**config.mk**
```make
export PLATFORM = sky130hd
export DESIGN_NAME = gpr_file_scoreboard
export DESIGN_NICKNAME = d
export VERILOG_FILES = /design/src/rtl/gpr_file_scoreboard.sv
export SDC_FILE = /design/constraint.sdc
export NUM_CORES = 2
export LEC_CHECK = 0
export BUFFER_PORTS_ARGS = -buffer_cell sky130_fd_sc_hd__buf_2
export CAP_MARGIN = 20
export CORE_MARGIN = 1
export CORE_UTILIZATION = 30
export CTS_CLUSTER_DIAMETER = 120
export DETAILED_ROUTE_END_ITERATION = 7
export REMOVE_ABC_BUFFERS = 1
export SYNTH_ARGS = -nofsm -noshare
export SYNTH_HDL_FRONTEND = slang
export SYNTH_SLANG_ARGS = --single-unit
```
**constraint.sdc**
```tcl
create_clock -name clock -period 59.1 [get_ports clock]
set_clock_uncertainty 0.15 [all_clocks]
set_input_delay 0 -clock clock [delete_from_list [all_inputs] [get_ports clock]]
set_output_delay 0 -clock clock [all_outputs]
set_load 0.01 [all_outputs]
```
**src/rtl/gpr_file_scoreboard.sv**
```systemverilog
// Register file with two write ports, same-cycle write-to-read bypass and a
// per-register busy scoreboard used by issue logic to stall on late results.
module gpr_file_scoreboard #(
  parameter int DATA_W   = 32,
  parameter int ADDR_W   = 5,
  parameter int NUM_RD   = 2,
  parameter int ZERO_REG = 1
) (
  input  logic                       clock,
  input  logic                       reset,
  input  logic [NUM_RD*ADDR_W-1:0]   rd_addr,
  output logic [NUM_RD*DATA_W-1:0]   rd_data,
  output logic [NUM_RD-1:0]          rd_busy,
  input  logic                       wr0_en,
  input  logic [ADDR_W-1:0]          wr0_addr,
  input  logic [DATA_W-1:0]          wr0_data,
  input  logic                       wr1_en,
  input  logic [ADDR_W-1:0]          wr1_addr,
  input  logic [DATA_W-1:0]          wr1_data,
  input  logic                       claim_en,
  input  logic [ADDR_W-1:0]          claim_addr,
  output logic [ADDR_W:0]            busy_cnt,
  output logic [1:0]                 err_flags
);

  localparam int DEPTH = 2 ** ADDR_W;
  localparam int CNT_W = ADDR_W + 1;

  logic [DATA_W-1:0] regs [DEPTH];
  logic [DEPTH-1:0]  busy;
  logic [DEPTH-1:0]  busyNext;
  logic [CNT_W-1:0]  busyCntNext;
  logic              wr0Valid;
  logic              wr1Valid;
  logic              claimValid;
  logic              cntInc;
  logic              cntDec;

  function automatic logic isZeroReg(input logic [ADDR_W-1:0] addr);
    return (ZERO_REG != 0) && (addr == '0);
  endfunction

  assign wr0Valid   = wr0_en && !isZeroReg(wr0_addr);
  assign wr1Valid   = wr1_en && !isZeroReg(wr1_addr);
  assign claimValid = claim_en && !isZeroReg(claim_addr);

  // wr1 is applied last so it wins a same-address collision with wr0.
  always_ff @(posedge clock or posedge reset) begin
    if (reset) begin
      for (int i = 0; i < DEPTH; i++) begin
        regs[i] <= '0;
      end
    end else begin
      if (wr0Valid) begin
        regs[wr0_addr] <= wr0_data;
      end
      if (wr1Valid) begin
        regs[wr1_addr] <= wr1_data;
      end
    end
  end

  // Claim is applied after the clear so a same-index claim keeps the bit set;
  // the counter moves only on real 0->1 / 1->0 transitions of the busy bits.
  always_comb begin
    busyNext = busy;
    if (wr1Valid) begin
      busyNext[wr1_addr] = 1'b0;
    end
    if (claimValid) begin
      busyNext[claim_addr] = 1'b1;
    end
    cntInc = claimValid && !busy[claim_addr];
    cntDec = wr1Valid && busy[wr1_addr] && !(claimValid && (claim_addr == wr1_addr));
    busyCntNext = busy_cnt;
    if (cntInc && !cntDec) begin
      busyCntNext = busy_cnt + CNT_W'(1);
    end else if (cntDec && !cntInc) begin
      busyCntNext = busy_cnt - CNT_W'(1);
    end
  end

  always_ff @(posedge clock or posedge reset) begin
    if (reset) begin
      busy      <= '0;
      busy_cnt  <= '0;
      err_flags <= 2'b00;
    end else begin
      busy     <= busyNext;
      busy_cnt <= busyCntNext;
      if (wr0Valid && wr1Valid && (wr0_addr == wr1_addr)) begin
        err_flags[0] <= 1'b1;
      end
      if (wr0Valid && busy[wr0_addr]) begin
        err_flags[1] <= 1'b1;
      end
    end
  end

  // Read ports: zero register, then wr1 bypass, then wr0 bypass, then storage.
  always_comb begin
    logic [ADDR_W-1:0] portAddr;
    portAddr = '0;
    rd_data  = '0;
    rd_busy  = '0;
    for (int k = 0; k < NUM_RD; k++) begin
      portAddr = rd_addr[k*ADDR_W +: ADDR_W];
      if (isZeroReg(portAddr)) begin
        rd_data[k*DATA_W +: DATA_W] = '0;
      end else if (wr1_en && (wr1_addr == portAddr)) begin
        rd_data[k*DATA_W +: DATA_W] = wr1_data;
      end else if (wr0_en && (wr0_addr == portAddr)) begin
        rd_data[k*DATA_W +: DATA_W] = wr0_data;
      end else begin
        rd_data[k*DATA_W +: DATA_W] = regs[portAddr];
      end
      rd_busy[k] = busy[portAddr] && !(wr1_en && (wr1_addr == portAddr));
    end
  end

endmodule

```
# After elaboration in Yosys (flattened, before gate mapping)
# Index checks and enable logic that the tools add are counted.
[totals] reg_bits=1064 inputBits=94 elab_cells=139
[classes] add_sub_neg=2 magnitude_cmp=13 eq_ne=6 muxes=38 n_bitwise=7 reduce_logical=37
[op_table] operator="$bwmux W1024" count=2
[op_table] operator="$mux W1024" count=2
[op_table] operator="$mux W32" count=14
[op_table] operator="$bmux W32 S5" count=2
[op_table] operator="$demux W32 S5" count=2
[op_table] operator="$and A32 B32 Y32" count=1
[op_table] operator="$not A32 Y32" count=1
[op_table] operator="$or A32 B32 Y32" count=1
[op_table] operator="$eq A5 B5 Y1" count=6
[op_table] operator="$lt A5 B6 Y1 const B" count=5
[op_table] operator="$bmux W1 S5" count=5
[op_table] operator="$logic_not A5 Y1" count=5
[op_table] operator="$ge A6 B6 Y1 const B" count=4
[op_table] operator="$not A5 Y6" count=4
[op_table] operator="$logic_and A1 B1 Y1" count=22
[op_table] operator="$lt A6 B1 Y1 const B" count=2
[op_table] operator="$mux W6" count=2
[op_table] operator="$demux W1 S5" count=2
[op_table] operator="$ge A5 B1 Y1 const B" count=2
[op_table] operator="$logic_not A1 Y1" count=9
[op_table] operator="$mux W1" count=7
[op_table] operator="$add A6 B1 Y6 const B" count=1
[op_table] operator="$sub A6 B1 Y6 const B" count=1
[op_table] operator="$reduce_bool A2 Y1" count=1

# Depth between registers and ports, before layout
[logic_depth] depth_word=9 depth_mapped=15 ltp_nobuf=13

# Worst setup path after synthesis
# No wires, ideal clock.
[synth_path] path_type="input to register" start="input claim_addr[0]" end="register busy_cnt[5]" setup_time_ns=0.147 arrival_ns=3.286 path_slack_ns=55.517 path_stages=13 n_path_buf=1 path_cell_list="buf_1 -> mux4_2 -> mux4_2 -> nor2b_1 -> a211oi_1 -> ha_1 -> inv_1 -> ha_1 -> a21oi_1 -> a21boi_0 -> o21a_1 -> o2111ai_1 -> o311ai_0"
[synth_via] elab_chain_cells=9 word_cells_on_any_way=17 cone_classes="1 x eq/ne; 3 x mux; 13 x reduce/logical"
[synth_lines] element="from (decl)" line_no="21" source="input logic [ADDR_W-1:0] claim_addr,"
[synth_lines] element="branches (longest 9 deep; another with $bmux W1 S5)"
[synth_lines] element="to (signal assigned)" line_no="90" source="busy_cnt <= busyCntNext;"
[synth_lines] element="to (decl)" line_no="22" source="output logic [ADDR_W:0] busy_cnt,"
# Several ways; the timed one is not identified. The select of a mux whose other input is x is not followed.
# A chain may end at the register's enable or synchronous reset.

# Worst setup path after layout
[layout_path] start="input rd_addr[5]" end="output rd_data[55]"
[layout_via] elab_chain_cells=7 word_cells_on_any_way=12 cone_classes="2 x eq/ne; 6 x mux; 1 x bitwise; 3 x reduce/logical"
[layout_lines] element="from (decl)" line_no="11" source="input logic [NUM_RD*ADDR_W-1:0] rd_addr,"
[layout_lines] element="$not A5 Y6 (not written as such)" line_no="115" source="rd_data[k*DATA_W +: DATA_W] = regs[portAddr];"
[layout_lines] element="$bmux W32 S5" line_no="115"
[layout_lines] element="$mux W32 (not written as such) (2 in a row)" line_no="115"
[layout_lines] element="$mux W32" line_no="112" source="end else if (wr0_en && (wr0_addr == portAddr)) begin"
[layout_lines] element="$mux W32" line_no="110" source="end else if (wr1_en && (wr1_addr == portAddr)) begin"
[layout_lines] element="$mux W32 *" line_no="108" source="if (isZeroReg(portAddr)) begin"
[layout_lines] element="to (decl)" line_no="12" source="output logic [NUM_RD*DATA_W-1:0] rd_data,"
# Every way passes the cells marked *; elsewhere a longest branch is shown, timed or not. The select of a mux whose other input is x is not followed.

==> qor.csv <==
metric,value,unit
ys_async_sr_fraction,100.0,%
grt_pass1_wl,431.5,mm
maxSlewViolCount,0,
synth_adder_area_share,0.1407,%
gp_congestion,0.8828,
grt_max_degree,176,
p_comb_share,26.5,%
mostFrequentLayoutCells,"dfrtp_1, mux2i_1, nor2_1, a21oi_1, mux4_2",
grt_setup_unrepaired,false,
overflow,0,
switching_share,32.30,%
die_w,476.6,um
switching_power,808.9,uW
synth-compound-area-share,16.22,%
grt_usage,26.11,%
dieArea,0.2272,mm2
postCtsSetupBuffers,0,
dp_hpwl,163.5,mm
synthesis.area,0.06757,mm2
synth-xor-area-share,0.4277,%
vias,58960,
synth-simple-area-share,7.975,%
leakage,0.03194,uW
cp_cell_sequence,"buf_8, buf_4, buf_12, buf_4, buf_4, mux4_2, mux2_2, a221oi_1, nor4_1, a221o_1, buf_2",
fin_util,33.73,%
die_y,476.6,um
wire_per_inst,33.30,um
syn_to_final_growth,11.27,%
cts_buffers,116,
cts-hold-fix-buffers,124,
start_util,30.31,%
drv_cap,0,
first_iter_violations,9638,
portBuffers,167,
p_clk_share,30.4,%
power,2505,uW
critical_path.startpoint_type,input port,
path_delay_family,buffers and inverters,
p_per_area,33.31,mW/mm2
clockBufferDepth,3,
intPower,1696,uW
yosys_warnings,0,
pre_cts_ws,53.03,ns
place_area,0.07007,mm2
netlist_instances,6505,
via_per_inst,6.392,
clkSinkCount,1064,
clk_latency,0.77,ns
hold_viol,0,
layout_setup_ws,53.01,ns
root_buffer,clkbuf_16,
synth_top_family_by_area,multiplexers,
num-nets-final,6251,
netlist-cell-type-count,67,
tightestPinTransition,1.285,ns
synthMuxAreaShare,30.03,%
min_period,6.087,ns
finalWirelength,307.1,mm
cp_data_arrival_time,5.94,ns
cpMostUsedCell,buf_4,
ir_drop,0.00002373,V
synth_edf_count,0,
fin_crit_sh,10.30,%
slew_headroom,14.33,%
postLayoutCellArea,0.07519,mm2
hp-class,input port to flop,
critPathSlowestCell,buf_4,
final_antenna_net_count,0,
cts-resized-gates,0,
run_status,"complete, no violations",
yosys_register_bits,1064,
placementRows,173,
tns,0,ns
post-route-drc-count,0,
drive_gt1_share,17.53,%
antenna_found_initial,21,
grt_pass1_vias,56240,
first_pass_iters,7,
path_clk_slew,0.07,ns
core,0.2230,mm2
crit_buf_inv,6,
slowest_delay,0.89,ns
fmax,164.3,MHz
end_kind,primary output,
cts_tree,built,
worstPathMaxFanout,107,
synth-main-ff-cell,dfrtp_1,
yosysSeqAreaShare,39.40,%
avgSynthCellArea,10.39,um2
path_class,input port to primary output,
final_common_cell,dfrtp_1,
required,58.95,ns
htreeDepth,3,
setup_viol,0,
p_seq_share,43.1,%
io_pins,168,
metrics by stage:
| step | std cells | hold WS (ns) |
|---|---|---|
| 3_5_place_dp | 8880 | -0.02921 |
| 2_1_floorplan | 5597 | -0.03316 |
| 6_report | 9224 | 0.1201 |
| 4_1_cts | 9211 | 0.09984 |
| 5_1_grt | 9218 | 0.1474 |
| 3_3_place_gp | 8878 | -0.02437 |
cells by family (layout without fill, tap and decap cells):
logic type | count (synthesis) | in the layout
adder cells (fa/ha/maj) | 7 | 7
XOR/XNOR | 33 | 33
AND/OR/NAND/NOR | 1301 | 1301
buffers and inverters | 929 | 663
multiplexers | 1475 | 1475
other | 0 | 10
AO/OA/AOI/OAI | 1696 | 1696
flip-flops | 1064 | 1064
synth_stat cells, types with 63 or more instances:
cell type	count	area share (%)
a21oi_1	641	4.7
a221o_1	64	0.95
a22o_1	63	0.82
a32oi_1	230	3.0
buf_1	89	0.49
buf_2	137	1.0
clkbuf_1	617	3.4
dfrtp_1	1064	39
mux2_2	64	1.1
mux2i_1	974	14
mux4_2	435	14
nand2_1	436	2.4
nor2_1	680	3.8
nor4_1	66	0.61
o21ai_0	387	2.9
o221ai_1	122	1.6
sequential cells by signal (all words and copies together) (netlist names):
register / cells
regs: 1024
busy: 32
busy_cnt: 6
err_flags: 2
worst reg2reg max path, delay by kind of cell (launching register included):
kind | cells | cell delay [ns]
buffers and inverters | 1 | 0.19
adder cells (fa/ha/maj) | 2 | 0.70
AO/OA/AOI/OAI | 6 | 1.15
flip-flops | 1 | 0.43
AND/OR/NAND/NOR | 1 | 0.14
multiplexers | 2 | 1.02
metal layers:
metal	GRT usage, %	wire [um]	vias up
li1	-	-	23650
met1	33.05	113300	29490
met2	38.33	131400	4570
met3	8.554	40560	1215
met4	16.23	21680	26
met5	0	176	-
cell type report:
cell class                 count  area [um2]
clock buffer                 168        3349
multi-input combinational   4512       37580
clock inverter                39       474.2
antenna                       10       25.02
sequential                  1064       26630
tap                         2975        3722
fill                       22190      147800
inverter                      21       87.58
timing repair buffer         435        3324
path summary, 6_finish.rpt:
check,slack [ns],to,depth (start not counted),startpoint
setup / recovery,53.01,rd_data[55],11,rd_addr[5]
min in group asynchronous,0.33,regs[147],4,reset
setup reg to reg,55.17,busy_cnt[5],12,busy[27]
hold / removal,0.12,busy[24],4,claim_en
hold reg to reg,0.25,regs[997],0,regs[997]
max in group asynchronous,54.75,regs[17],8,reset
power by group through the flow:
stage | Clock (uW) | Combinational [uW] | Sequential (uW)
6_report | 760 | 665 | 1080
5_1_grt | 790 | 716 | 1100
4_1_cts | 763 | 656 | 1070
3_5_place_dp | 0 | 642 | 1080
3_3_place_gp | 0 | 624 | 1060
2_1_floorplan | 0 | 457 | 1030
Note: power is estimated with default switching activity, not from simulation.
